## config.mk

```make
export PLATFORM = sky130hd
export DESIGN_NAME = macc_pair_sched
export DESIGN_NICKNAME = d
export VERILOG_FILES = /design/src/rtl/macc_pair_sched.sv
export SDC_FILE = /design/constraint.sdc
export NUM_CORES = 1
export LEC_CHECK = 0
export CAP_MARGIN = 20
export CORE_MARGIN = 3
export CORE_UTILIZATION = 51
export DETAILED_ROUTE_END_ITERATION = 6
export PLACE_DENSITY_LB_ADDON = 0.3
export SLEW_MARGIN = 20
export SYNTH_ARGS = -nofsm -noshare
export SYNTH_HDL_FRONTEND = slang
export SYNTH_SLANG_ARGS = --single-unit
export TNS_END_PERCENT = 1
```

## constraint.sdc

```tcl
create_clock -name clk -period 2.8 [get_ports clk]
set_input_delay 0.42 -clock clk [delete_from_list [all_inputs] [get_ports clk]]
set_output_delay 0.42 -clock clk [all_outputs]
set_load 0.005 [all_outputs]
```

## src/rtl/macc_pair_sched.sv

```systemverilog
// Dual-neuron MACC scheduler: issues N_INPUTS operand reads and accumulates the
// two pipelined products. Define MACC_PAIR_SCHED_SAT_EN for saturating accumulators and the sat flag.
module macc_pair_sched #(
  parameter int WIDTH    = 8,
  parameter int N_INPUTS = 16,
  parameter int PIPE_LAT = 3,
  parameter int ACC_W    = 2*WIDTH + $clog2(N_INPUTS)
) (
  input  logic                          clk,
  input  logic                          reset,
  input  logic                          start,
  output logic [$clog2(N_INPUTS)-1:0]   rd_addr,
  output logic                          issue_valid,
  input  logic signed [2*WIDTH-1:0]     ji_in,
  input  logic signed [2*WIDTH-1:0]     ki_in,
  output logic                          busy,
  output logic                          done,
`ifdef MACC_PAIR_SCHED_SAT_EN
  output logic                          sat,
`endif
  output logic signed [ACC_W-1:0]       acc_j,
  output logic signed [ACC_W-1:0]       acc_k
);

  localparam int IW = $clog2(N_INPUTS);

  typedef enum logic [1:0] {IDLE, ISSUE, DRAIN, DONE} state_t;

  state_t                   state, state_nxt;
  logic [IW-1:0]            index;
  logic [PIPE_LAT-1:0]      vld;
  logic [PIPE_LAT:0]        vld_shift;
  logic                     retire;
  logic                     last_issue;
  logic signed [ACC_W-1:0]  ext_j, ext_k;
  logic signed [ACC_W-1:0]  nxt_j, nxt_k;

  // index stops at the last entry so rd_addr keeps its final value after ISSUE
  assign rd_addr    = index;
  assign last_issue = (index == IW'(N_INPUTS - 1));
  assign vld_shift  = {vld, issue_valid};
  assign retire     = vld[PIPE_LAT-1];
  assign ext_j      = ACC_W'(ji_in);
  assign ext_k      = ACC_W'(ki_in);

`ifdef MACC_PAIR_SCHED_SAT_EN
  logic ovf_j, ovf_k;

  function automatic logic signed [ACC_W-1:0] sat_add(
    input  logic signed [ACC_W-1:0] a,
    input  logic signed [ACC_W-1:0] b,
    output logic                    ovf
  );
    logic signed [ACC_W:0] s;
    s   = (ACC_W+1)'(a) + (ACC_W+1)'(b);
    ovf = (s[ACC_W] != s[ACC_W-1]);
    if (!ovf)          return s[ACC_W-1:0];
    else if (s[ACC_W]) return {1'b1, {(ACC_W-1){1'b0}}};
    else               return {1'b0, {(ACC_W-1){1'b1}}};
  endfunction

  always_comb begin
    nxt_j = sat_add(acc_j, ext_j, ovf_j);
    nxt_k = sat_add(acc_k, ext_k, ovf_k);
  end
`else
  assign nxt_j = acc_j + ext_j;
  assign nxt_k = acc_k + ext_k;
`endif

  always_comb begin
    // NOTE: every output of this block gets a default first so no path infers a latch.
    state_nxt   = state;
    issue_valid = 1'b0;
    busy        = 1'b1;
    done        = 1'b0;
    unique case (state)
      IDLE: begin
        busy = 1'b0;
        if (start) state_nxt = ISSUE;
      end
      ISSUE: begin
        issue_valid = 1'b1;
        if (last_issue) state_nxt = DRAIN;
      end
      DRAIN: begin
        // leave once the only product left in flight is the one retiring now
        if ((vld << 1) == '0) state_nxt = DONE;
      end
      DONE: begin
        done      = 1'b1;
        state_nxt = IDLE;
      end
      default: state_nxt = IDLE;
    endcase
  end

  // NOTE: sequential state uses non-blocking assignments only, so every flop samples pre-edge values.
  always_ff @(posedge clk) begin
    if (reset) begin
      state <= IDLE;
      index <= '0;
      vld   <= '0;
      acc_j <= '0;
      acc_k <= '0;
`ifdef MACC_PAIR_SCHED_SAT_EN
      sat   <= 1'b0;
`endif
    end else begin
      state <= state_nxt;
      vld   <= vld_shift[PIPE_LAT-1:0];
      if (state == IDLE && start) begin
        index <= '0;
        acc_j <= '0;
        acc_k <= '0;
`ifdef MACC_PAIR_SCHED_SAT_EN
        sat   <= 1'b0;
`endif
      end else begin
        if (state == ISSUE && !last_issue) index <= index + IW'(1);
        if (retire) begin
          acc_j <= nxt_j;
          acc_k <= nxt_k;
`ifdef MACC_PAIR_SCHED_SAT_EN
          sat   <= sat | ovf_j | ovf_k;
`endif
        end
      end
    end
  end

endmodule

```

---- After elaboration in Yosys (flattened, before gate mapping) ----
Index checks and enable logic that the tools add are counted.
word-level totals
  flip-flop bits (word level) ............. 49
  word-level logic and storage cells ...... 29
operators by class
  add/subtract/negate cells ............... 3
  equal/unequal tests ..................... 7
  multiplexer cells ....................... 7
  reductions and logical operators ........ 7
operators with widths
  kind                                                                    number
  20-bit by 16-bit adder with 20-bit output                               2
  2-bit case mux with 4 select lines                                      1
  2-bit 2-to-1 mux                                                        3
  2-bit != test (second input constant)                                   3
  4-bit by 1-bit adder with 4-bit output (second input constant)          1
  2-bit equality test (second input constant)                             2
  4-bit equality test (second input constant)                             1
  3-bit logical NOT                                                       1
  1-bit 2-to-1 mux                                                        3
  3-bit AND reduction                                                     1
  2-bit by 1-bit equality test with 1-bit output (second input constant)  1
  1-bit logical AND                                                       2
  2-bit logical NOT                                                       1
  2-bit OR reduction                                                      1
  1-bit logical NOT                                                       1

---- Depth between registers and ports, before layout ----
Gate-level depths: netlist of the first run.
  depth in word-level cells ............... 3
  depth in mapped cells ................... 10
  mapped depth without buffers ............ 10

---- Least setup slack after synthesis of the first run ----
Ideal clock, no wire load.
  kind .................................... in2reg
  start ................................... input ki_in[0]
  end ..................................... register acc_k[12]
  slack ................................... 367 ps
  library setup time ...................... 120 ps
  path buffers ............................ 0
  arrival ................................. 2,313 ps
  stages on the path ...................... 10
  required time ........................... 2,680 ps
  cells stage by stage .................... ha_1 > fa_1 > a21o_1 > nand4_1 > nand2_1 > a31oi_1 > a21oi_1 > o21ai_0 > a211oi_1 > a211o_1
on the way
  longest elaborated chain between the ends .. 1
ends and longest elaborated chain
  what                                       line  source
  from (decl)                                15    input logic signed [2*WIDTH-1:0] ki_in,
  20-bit by 16-bit adder with 20-bit output  68    assign nxt_k = acc_k + ext_k;
  to (signal assigned)                       123   acc_k <= nxt_k;
  to (decl)                                  22    output logic signed [ACC_W-1:0] acc_k
Every way passes these cells.
A chain may end at the register's enable or synchronous reset.

---- Worst setup path after layout of the first run ----
  start ................................... input ji_in[8]
  end ..................................... register acc_j[19]
on the way
  longest elaborated chain between the ends .. 1
ends and longest elaborated chain
  what                                       line  source
  from (decl)                                14    input logic signed [2*WIDTH-1:0] ji_in,
  20-bit by 16-bit adder with 20-bit output  67    assign nxt_j = acc_j + ext_j;
  to (signal assigned)                       122   acc_j <= nxt_j;
  to (decl)                                  21    output logic signed [ACC_W-1:0] acc_j,
Every way passes these cells.

==> results of run 1 <==
[worst max-delay path, delay by kind of cell]
| kind | cells | cell delay [ns] |
|---|---|---|
| fa+ha+maj | 1 | 0.33 |
| buf+inv | 2 | 0.53 |
| simple gates | 4 | 0.69 |
| compound gates | 4 | 0.89 |
[stage by stage]
stage | cell area (sq um) | TNS [ns]
final | 4910 | 0
after global routing | 4910 | 0
after CTS | 4880 | 0
after detailed placement | 4790 | -1.67
after global placement | 4790 | -0.529
after floorplan | 3620 | 0
[area by class of cell]
type	count	share of cell area
well taps	96	0.0245
clock buffers	5	0.0140
inverters	10	0.00765
flip-flops and latches	49	0.200
multi-input cells	350	0.518
clock inverters	3	0.00357
repair buffers	125	0.233
[synth_stat cells, types with 2 or more instances]
library cell and instances:
fa_1 2, nand3_1 7, xor2_1 13, nor2b_1 5, inv_1 10, nand2_1 36, clkbuf_8 3, nor3_1 7
nor2_1 40, nor4_1 2, nand4_1 5, a21oi_2 2, a21oi_1 34, clkbuf_1 7, a21o_1 16, o21bai_1 5
a21boi_0 2, o21ai_0 25, a31oi_1 4, dfxtp_1 49, xnor2_1 20, nand2b_1 4, mux2i_1 16, nor4bb_1 2
o21ai_1 10, a211oi_1 13, ha_1 44, nand3b_1 4, o21a_1 3
[power by group through the flow]
stage	logic (mW)	clock network, mW	registers (mW)
4_1_cts	0.702	0.447	0.788
3_3_place_gp	0.676	0	0.799
6_report	0.707	0.429	0.788
2_1_floorplan	0.424	0	0.795
5_1_grt	0.785	0.471	0.795
3_5_place_dp	0.696	0	0.803
[worst min-delay path by stage]
stage | start | to | slack, ns
after floorplan | vld[0]$_SDFF_PP0_ | vld[1]$_SDFF_PP0_ | 0.43
final | acc_k[17]$_SDFFE_PP0P_ | acc_k[17]$_SDFFE_PP0P_ | 0.47
after detailed placement | vld[0]$_SDFF_PP0_ | vld[1]$_SDFF_PP0_ | 0.46
after CTS | acc_k[17]$_SDFFE_PP0P_ | acc_k[17]$_SDFFE_PP0P_ | 0.48
after global routing | vld[0]$_SDFF_PP0_ | vld[1]$_SDFF_PP0_ | 0.50
after global placement | vld[0]$_SDFF_PP0_ | vld[1]$_SDFF_PP0_ | 0.44
[timing repair]
item / 4_1_cts / 5_1_grt
resized for setup: 0 / 5
hold buffers: 0 / 0
endpoints found under the setup margin: 0 / 7
[cell families after synthesis]
group	count (synthesis)	share of synthesized area
compound gates	133	0.237
xor+xnor	34	0.0844
fa+ha+maj	46	0.163
buf+inv	22	0.0342
flops	49	0.271
mux	16	0.0443
simple gates	121	0.166
[layer usage]
metal	up-vias	GRT usage	share of wire
met2	118	0.388	0.49
met5	-	0	0
met3	14	0.0326	0.054
li1	1775	-	-
met4	0	0.0753	0.017
met1	1638	0.301	0.44
[flip-flops by register name, summed over array words and instances, names as in the netlist]
| name | flops |
|---|---|
| vld | 3 |
| acc_k | 20 |
| rd_addr | 4 |
| state | 2 |
| acc_j | 20 |
==> out/qor.csv, run 1 <==
stage,metric,value,unit
worst_setup_path,worst stage delay on the critical path,0.40,ns
pwr,peak supply drop,387,uV
pwr,Int Pwr,1.27,mW
timing,clk_skew,0.00337,ns
place,HPWL Detailed,7080,microns
worst_setup_path,CP cell instances,clkdlybuf4s50_1 > ha_1 > a21o_1 > nor3_1 > o211ai_1 > nor4bb_1 > buf_4 > a31o_2 > and4bb_1 > o31a_1 > nor3_1,
clock_network,CTS tree,built,
global_routing,pin count of the biggest net entering global routing,25,
finish,Synth-to-Final Area Change,35.6,%
pwr,clock power share,0.223,
timing,maximum clock rate,380,MHz
global_routing,global-route wire length before repair,15900,microns
clock_network,Worst-Skew Late Latency,0.30,ns
pwr,sw frac,0.342,
worst_setup_path,cell mode on critical path,nor3_1,
clock_network,total CTS buffers,5,
timing,Final Worst Setup Slack,0.168,ns
routing,vias per cell,5.56,
hold_path,hold path cells,2,
pwr,power share of the sequential group,0.410,
yosys,Syn Inst Count,421,
timing,final hold violation count,0,
yosys,Post-synth EDFFs,0,
yosys,ys flop type,dfxtp_1,
yosys,main area contributors after synthesis,"dfxtp_1 27%, ha_1 15%, xnor2_1 4.8%, a21oi_1 4.7%, mux2i_1 4.4%",
yosys,Yosys reg bits,49,
yosys,synth warn,0,
worst_setup_path,worst reg-to-reg setup slack,0.36,ns
place,routability congestion estimate,0.920,
routing,DRC,0,
floorplan,Die W,90.2,microns
worst_setup_path,Crit Path Category,primary input to register,
worst_setup_path,Critical Path AT,2.87,ns
floorplan,Core ar.,6830,sq um
floorplan,Std-Cell Rows,30,
hold_path,Hold Crit Class,register to register,
routing,initial DRC count,119,
floorplan,effective utilization at floorplan,0.530,
place,IO buf count,81,
job,max cap viols,0,
worst_setup_path,Worst setup EP type,register,
floorplan,Die Y,90.2,microns
clock_network,Root Driver,clkbuf_8,
global_routing,grt ovf,0,
routing,DRT Pass-1 Iters,6,
yosys,Mean Syn Cell Area,8.59,sq um
worst_setup_path,CP max-delay cell,clkdlybuf4s50_1,
yosys,"Cell Area, Synth",3620,sq um
timing,WHS,0.475,ns
finish,"commonest non-fill, non-tap cell in the layout",clkdlybuf4s50_1,
clock_network,maximum root-to-sink buffer count,2,
worst_setup_path,worst reg2reg path depth,10,
yosys,syn nets,502,
finish,Non-Filler Instances,638,
routing,remaining antenna violation count,0,
timing,max-slew violation count,0,
place,# placed instances,630,
pwr,leakage power,2.08,nW
routing,WL final,9220,microns
run_status,status,completed,
finish,total of fill cells in the finished design,575,
worst_setup_path,Worst R2R Start,acc_j[8]$_SDFFE_PP0P_,
timing,Tmin final,2.63,ns
finish,layout cells sized above 1,0.124,
yosys,"area leader, netlist",dfxtp_1,
yosys,Unique masters post-synth,60,
clock_network,htree depth,2,
clock_network,clk slew on worst S/H paths,0.10,ns
pwr,Combinational Power Share,0.367,
global_routing,initial antenna violation count,0,
floorplan,die footprint,8140,sq um
floorplan,io pins,82,
pwr,total power,1.92,mW
finish,"commonest cells after routing, fill and taps aside","81 x clkdlybuf4s50_1, 49 x dfxtp_1, 44 x ha_1, 44 x buf_4, 40 x nor2_1",
yosys,sequential share of the synthesized area,0.271,
timing,Final Setup Violations,0,
global_routing,GR Util All Layers,0.230,
routing,vias,3545,
worst_setup_path,Critical Path End,acc_j[19]$_SDFFE_PP0P_,
timing,post-route clock period utilization,0.940,
worst_setup_path,CP startpoint,ji_in[8],
timing,RSZ-0062 raised after global routing,no,
worst_setup_path,CP startpoint kind,primary input,
worst_setup_path,CP Data Required Time,3.04,ns
clock_network,Post-CTS Setup Bufs,0,
timing,Tightest Pin Transition,0.473,ns
clock_network,clk sink count,49,
finish,FF/Latch Area,981,sq um
finish,Final #Nets,622,
pwr,sw power,0.657,mW
finish,Util after Layout,0.718,
place,pre-CTS setup slack,-0.267,ns
routing,WL/cell,14.4,microns
global_routing,vias in the first global route,3496,
worst_setup_path,reg-to-reg critical path endpoint,acc_j[19]$_SDFFE_PP0P_,
worst_setup_path,Crit Path Max Fanout,4,
yosys,Yosys top cell area share,0.271,
yosys,ys async rst share,0,
finish,Antenna Cells,0,
pwr,PwrDens,392,nW/um^2
finish,area of the multi-input gates,2540,sq um
timing,Rel. slew slack,0.684,
Power figures use the tool's default switching activity.
==> run 2: changes to the inputs <==
- ABC_CLOCK_PERIOD_IN_PS: not set -> 2990
- clock period: 2.8 -> 2.99 ns (I/O delays scaled with it)
==> out/qor.csv, run 2 (synthesis results as in run 1) <==
stage,metric,value,unit,change
run_status,status,completed,,
timing,maximum clock rate,352,MHz,
worst_setup_path,CP cell instances,clkdlybuf4s50_1 > ha_1 > fa_1 > a21o_1 > nand4_1 > nand2_1 > a31oi_1 > a21oi_1 > o21ai_0 > nor4bb_1 > a211o_1,,
hold_path,hold path cells,1,,-1
global_routing,vias in the first global route,3302,,-5.5%
job,max cap viols,0,,unchanged
clock_network,hold buffers post-CTS,0,,unchanged
pwr,leakage power,1.98,nW,-4.8%
hold_path,Hold Crit Class,register to register,,
pwr,Combinational Power Share,0.339,,-0.028
worst_setup_path,buffers plus inverters on the worst setup path,1,,-1
clock_network,post_cts resized,0,,unchanged
worst_setup_path,critical path's top delay family,compound AO/OA/AOI/OAI gates,,
floorplan,Die W,90.2,microns,unchanged
pwr,Int Pwr,1.28,mW,+1.2%
floorplan,io pins,82,,unchanged
finish,Non-Filler Instances,616,,-3.4%
place,routability congestion estimate,0.887,,-3.7%
timing,final setup TNS,0,ns,unchanged
worst_setup_path,Worst R2R Start,acc_k[0]$_SDFFE_PP0P_,,
clock_network,Worst-Skew Late Latency,0.30,ns,about the same
place,IO buf count,81,,unchanged
finish,total of fill cells in the finished design,592,,+3.0%
worst_setup_path,Critical Path AT,3.09,ns,+0.22 ns
place,HPWL Detailed,6860,microns,-3.2%
worst_setup_path,CP max-delay cell,a31oi_1,,
global_routing,grt ovf,0,,unchanged
routing,remaining antenna violation count,0,,unchanged
pwr,peak supply drop,332,uV,-14%
finish,Antenna Cells,0,,unchanged
timing,RSZ-0062 raised after global routing,no,,
floorplan,Die Y,90.2,microns,unchanged
worst_setup_path,CP startpoint kind,primary input,,
finish,"commonest non-fill, non-tap cell in the layout",clkdlybuf4s50_1,,
clock_network,clk sink count,49,,unchanged
timing,final hold violation count,0,,unchanged
worst_setup_path,Worst setup EP type,register,,
finish,final instance area,4740,sq um,-3.3%
floorplan,die footprint,8140,sq um,unchanged
routing,vias,3442,,-2.9%
routing,vias per cell,5.59,,+0.56%
global_routing,global-route wire length before repair,15300,microns,-3.9%
clock_network,Post-CTS Setup Bufs,0,,unchanged
floorplan,Core ar.,6830,sq um,unchanged
routing,DRC,0,,unchanged
pwr,sw power,0.595,mW,-9.5%
finish,"commonest cells after routing, fill and taps aside","81 x clkdlybuf4s50_1, 49 x dfxtp_1, 44 x ha_1",,
clock_network,CTS tree,built,,
worst_setup_path,Critical Path End,acc_k[12]$_SDFFE_PP0P_,,
pwr,sw frac,0.317,,-0.0248
place,# placed instances,608,,-3.5%
finish,Final #Nets,600,,-3.5%
global_routing,initial antenna violation count,0,,unchanged
clock_network,total CTS buffers,5,,unchanged
place,Placed Instance Area,4630,sq um,-3.4%
worst_setup_path,Crit Path Category,primary input to register,,
finish,layout cells sized above 1,0.0788,,-0.0448
routing,WL/cell,14.8,microns,+2.1%
clock_network,htree depth,2,,unchanged
worst_setup_path,reg-to-reg critical path endpoint,acc_k[12]$_SDFFE_PP0P_,,
timing,Rel. slew slack,0.669,,-0.0146
timing,clk_skew,0.00949,ns,+0.00612 ns
clock_network,clk slew on worst S/H paths,0.09,ns,about the same
timing,Tmin final,2.84,ns,
routing,initial DRC count,171,,+44%
clock_network,Root Driver,clkbuf_8,,
routing,WL final,9090,microns,-1.4%
pwr,power share of the sequential group,0.394,,-0.016
worst_setup_path,CP Data Required Time,3.24,ns,+0.20 ns
floorplan,Std-Cell Rows,30,,unchanged
timing,max-slew violation count,0,,unchanged
pwr,clock power share,0.267,,+0.044
finish,Synth-to-Final Area Change,31.1,%,
pwr,PwrDens,396,nW/um^2,+0.88%
timing,post-route clock period utilization,0.950,,
worst_setup_path,WP depth,11,,unchanged
global_routing,GR Util All Layers,0.223,,-0.00625
routing,DRT Pass-1 Iters,4,,-2
worst_setup_path,worst reg-to-reg setup slack,0.39,ns,+0.03 ns
finish,Util after Layout,0.695,,-0.0236
worst_setup_path,worst reg2reg path depth,10,,unchanged
clock_network,maximum root-to-sink buffer count,2,,unchanged
timing,Final Setup Violations,0,,unchanged
worst_setup_path,Crit Path Max Fanout,5,,+1
worst_setup_path,worst stage delay on the critical path,0.43,ns,+0.03 ns
timing,Tightest Pin Transition,0.494,ns,+0.0218 ns
floorplan,effective utilization at floorplan,0.530,,unchanged
global_routing,pin count of the biggest net entering global routing,21,,-16%
worst_setup_path,CP startpoint,ki_in[0],,
[run 2: worst min-delay path by stage]
stage | start | endpoint | slack (ns)
2_1_floorplan | vld[0]$_SDFF_PP0_ | vld[1]$_SDFF_PP0_ | 0.43
3_3_place_gp | vld[0]$_SDFF_PP0_ | vld[1]$_SDFF_PP0_ | 0.44
3_5_place_dp | vld[1]$_SDFF_PP0_ | vld[2]$_SDFF_PP0_ | 0.45
4_1_cts | vld[1]$_SDFF_PP0_ | vld[2]$_SDFF_PP0_ | 0.46
5_1_grt | vld[1]$_SDFF_PP0_ | vld[2]$_SDFF_PP0_ | 0.49
6_report | vld[1]$_SDFF_PP0_ | vld[2]$_SDFF_PP0_ | 0.46
[run 2: final cells by class]
cell class              count  area (sq um)  area share
inverters                  10          37.5     0.00791
multi-input cells         350          2510       0.530
repair buffers            103           976       0.206
well taps                  96           120      0.0253
flip-flops and latches     49           981       0.207
clock buffers               7          86.3      0.0182
clock inverters             1          30.0     0.00633
[run 2: routing by layer]
| metal | wire [microns] | track usage | up-vias |
|---|---|---|---|
| met5 | 0 | 0 | - |
| li1 | - | - | 1730 |
| met1 | 4030 | 0.285 | 1612 |
| met3 | 472 | 0.0385 | 12 |
| met2 | 4450 | 0.380 | 88 |
| met4 | 133 | 0.0765 | 0 |
[run 2: metrics by stage]
stage               worst slack, ns  hold slack [ns]  total power [mW]
global placement             0.0257            0.442              1.36
finish                        0.148            0.460              1.88
CTS                           0.221            0.464              1.89
floorplan                     0.529            0.432              1.14
detailed placement          -0.0928            0.452              1.38
global route                 0.0323            0.490              1.99
[run 2: power groups by stage]
| stage | clock network (mW) | logic [mW] | registers (mW) |
|---|---|---|---|
| after global routing | 0.540 | 0.704 | 0.747 |
| after CTS | 0.514 | 0.638 | 0.739 |
| final | 0.501 | 0.637 | 0.739 |
| after detailed placement | 0 | 0.632 | 0.753 |
| after floorplan | 0 | 0.397 | 0.744 |
| after global placement | 0 | 0.610 | 0.751 |
==> run 3: changes to the inputs <==
- ABC_CLOCK_PERIOD_IN_PS: 2990 -> 3500
- CORE_MARGIN: 3 -> not set
- CORE_UTILIZATION: 51 -> 55
- clock period: 2.99 -> 3.5 ns (I/O delays scaled with it)
==> out/qor.csv, run 3 (synthesis results as in run 1) <==
stage,metric,value,unit,change
job,max cap viols,0,,unchanged
worst_setup_path,CP startpoint,ki_in[0],,
floorplan,die footprint,6910,sq um,-15%
finish,layout cells sized above 1,0.0440,,-0.0348
floorplan,io pins,82,,unchanged
clock_network,Post-CTS Setup Bufs,0,,unchanged
timing,final hold violation count,0,,unchanged
clock_network,clk sink count,49,,unchanged
clock_network,clk slew on worst S/H paths,0.09,ns,about the same
clock_network,maximum root-to-sink buffer count,2,,unchanged
finish,Non-Filler Instances,577,,-6.3%
worst_setup_path,CP cell instances,clkdlybuf4s50_1 > ha_1 > fa_1 > a21o_1 > nand4_1 > nand2_1 > a31oi_1 > a21oi_1 > o21ai_0 > nor4bb_1 > a211o_1,,
timing,max-slew violation count,0,,unchanged
finish,Synth-to-Final Area Change,25.8,%,
worst_setup_path,Critical Path AT,3.23,ns,+0.14 ns
floorplan,Die Y,83.1,microns,-7.9%
global_routing,GR Util met2,0.393,,+0.0125
routing,initial DRC count,117,,-32%
pwr,clock power share,0.236,,-0.031
clock_network,total CTS buffers,5,,unchanged
timing,maximum clock rate,336,MHz,
timing,RSZ-0062 raised after global routing,no,,
pwr,power share of the sequential group,0.420,,+0.026
floorplan,Core ar.,6350,sq um,-7.1%
place,Placed Instance Area,4460,sq um,-3.6%
place,IO buf count,81,,unchanged
routing,vias,3305,,-4.0%
clock_network,post_cts resized,0,,unchanged
floorplan,effective utilization at floorplan,0.570,,+0.0402
timing,final setup TNS,0,ns,unchanged
global_routing,GR Util All Layers,0.236,,+0.0128
place,HPWL Detailed,6060,microns,-12%
routing,WL final,8020,microns,-12%
finish,total of fill cells in the finished design,512,,-14%
global_routing,grt peak-use layer,met2,,
clock_network,hold buffers post-CTS,0,,unchanged
finish,"commonest cells after routing, fill and taps aside","81 x clkdlybuf4s50_1, 49 x dfxtp_1, 44 x ha_1",,
timing,Final Setup Violations,0,,unchanged
routing,DRT Pass-1 Iters,4,,unchanged
finish,Antenna Cells,0,,unchanged
run_status,status,completed,,
worst_setup_path,worst stage delay on the critical path,0.44,ns,about the same
timing,Rel. slew slack,0.458,,-0.211
global_routing,grt met3 use,0.0447,,+0.00624
clock_network,htree depth,2,,unchanged
global_routing,vias in the first global route,3086,,-6.5%
floorplan,Std-Cell Rows,29,,-3.3%
finish,Util after Layout,0.717,,+0.0223
pwr,PwrDens,331,nW/um^2,-16%
clock_network,Worst-Skew Late Latency,0.30,ns,about the same
pwr,sw frac,0.332,,+0.0148
clock_network,CTS tree,built,,
routing,WL/cell,13.9,microns,-5.8%
worst_setup_path,Worst setup EP type,register,,
worst_setup_path,CP startpoint kind,primary input,,
pwr,Combinational Power Share,0.344,,+0.005
global_routing,M1 GR Usage,0.315,,+0.0299
worst_setup_path,CP Data Required Time,3.75,ns,+0.51 ns
worst_setup_path,worst reg-to-reg setup slack,0.84,ns,+0.45 ns
global_routing,initial antenna violation count,0,,unchanged
routing,remaining antenna violation count,0,,unchanged
finish,"commonest non-fill, non-tap cell in the layout",clkdlybuf4s50_1,,
global_routing,pin count of the biggest net entering global routing,22,,+4.8%
pwr,Int Pwr,1.01,mW,-22%
pwr,total power,1.51,mW,-20%
clock_network,Root Driver,clkbuf_8,,
hold_path,Hold Crit Class,register to register,,
finish,Final #Nets,581,,-3.2%
timing,Tightest Pin Transition,0.812,ns,+0.317 ns
global_routing,global-route wire length before repair,13700,microns,-11%
routing,DRC,0,,unchanged
worst_setup_path,Crit Path Category,primary input to register,,
timing,post-route clock period utilization,0.850,,
hold_path,Worst Hold Launch,vld[1]$_SDFF_PP0_,,
worst_setup_path,CP max-delay cell,a31oi_1,,
pwr,leakage power,1.87,nW,-5.4%
pwr,sw power,0.499,mW,-16%
place,# placed instances,570,,-6.3%
pwr,peak supply drop,348,uV,+4.8%
worst_setup_path,Worst R2R Start,acc_k[0]$_SDFFE_PP0P_,,
routing,vias per cell,5.73,,+2.5%
global_routing,grt ovf,0,,unchanged
timing,Tmin final,2.97,ns,
timing,clk_skew,0.00824,ns,-0.00125 ns
worst_setup_path,Crit Path Max Fanout,5,,unchanged
place,routability congestion estimate,0.845,,-4.7%
floorplan,Die W,83.1,microns,-7.9%
finish,final instance area,4550,sq um,-4.1%
-- run 3: cell types whose count changed in the layout (fill, tap and decap cells not counted) --
cell,before,now
clkinvlp_4,0,1
buf_4,22,3
bufinv_16,1,0
clkbuf_1,1,0
-- run 3: power by group through the flow --
stage	Clock [mW]	Combinational [mW]	Sequential, mW
2_1_floorplan	0	0.339	0.636
3_3_place_gp	0	0.500	0.644
3_5_place_dp	0	0.514	0.644
4_1_cts	0.370	0.519	0.632
5_1_grt	0.387	0.571	0.640
6_report	0.355	0.518	0.632
-- run 3: per-layer routing --
metal	part of all wire	up-vias
li1	-	1699
met1	0.48	1508
met2	0.46	88
met3	0.049	10
met4	0.011	0
met5	0	-
-- run 3: final cells by class --
type / instances / area, sq um / area share
well taps: 77 / 96.3 / 0.0212
clock buffers: 6 / 82.6 / 0.0181
inverters: 10 / 37.5 / 0.00825
multi-input cells: 350 / 2510 / 0.552
repair buffers: 84 / 833 / 0.183
flip-flops and latches: 49 / 981 / 0.216
clock inverters: 1 / 7.51 / 0.00165
-- run 3: final timing paths --
kind	end	depth (start not counted)
setup / recovery	acc_k[12]$_SDFFE_PP0P_	11
hold / removal	vld[2]$_SDFF_PP0_	1
setup reg to reg	acc_k[12]$_SDFFE_PP0P_	10
hold reg to reg	vld[2]$_SDFF_PP0_	1
-- run 3: metrics by stage --
stage | hold WS [ns] | setup slack, ns
6_report | 0.463 | 0.525
5_1_grt | 0.490 | 0.348
4_1_cts | 0.468 | 0.575
3_5_place_dp | 0.458 | 0.256
3_3_place_gp | 0.442 | 0.331
2_1_floorplan | 0.432 | 0.962
-- run 3: critical path, delay by kind of cell --
family / cells / cell delay, ns
AO/OA/AOI/OAI: 5 / 1.14
adder cells (fa/ha/maj): 2 / 0.67
AND/OR/NAND/NOR: 3 / 0.50
buffers and inverters: 1 / 0.40
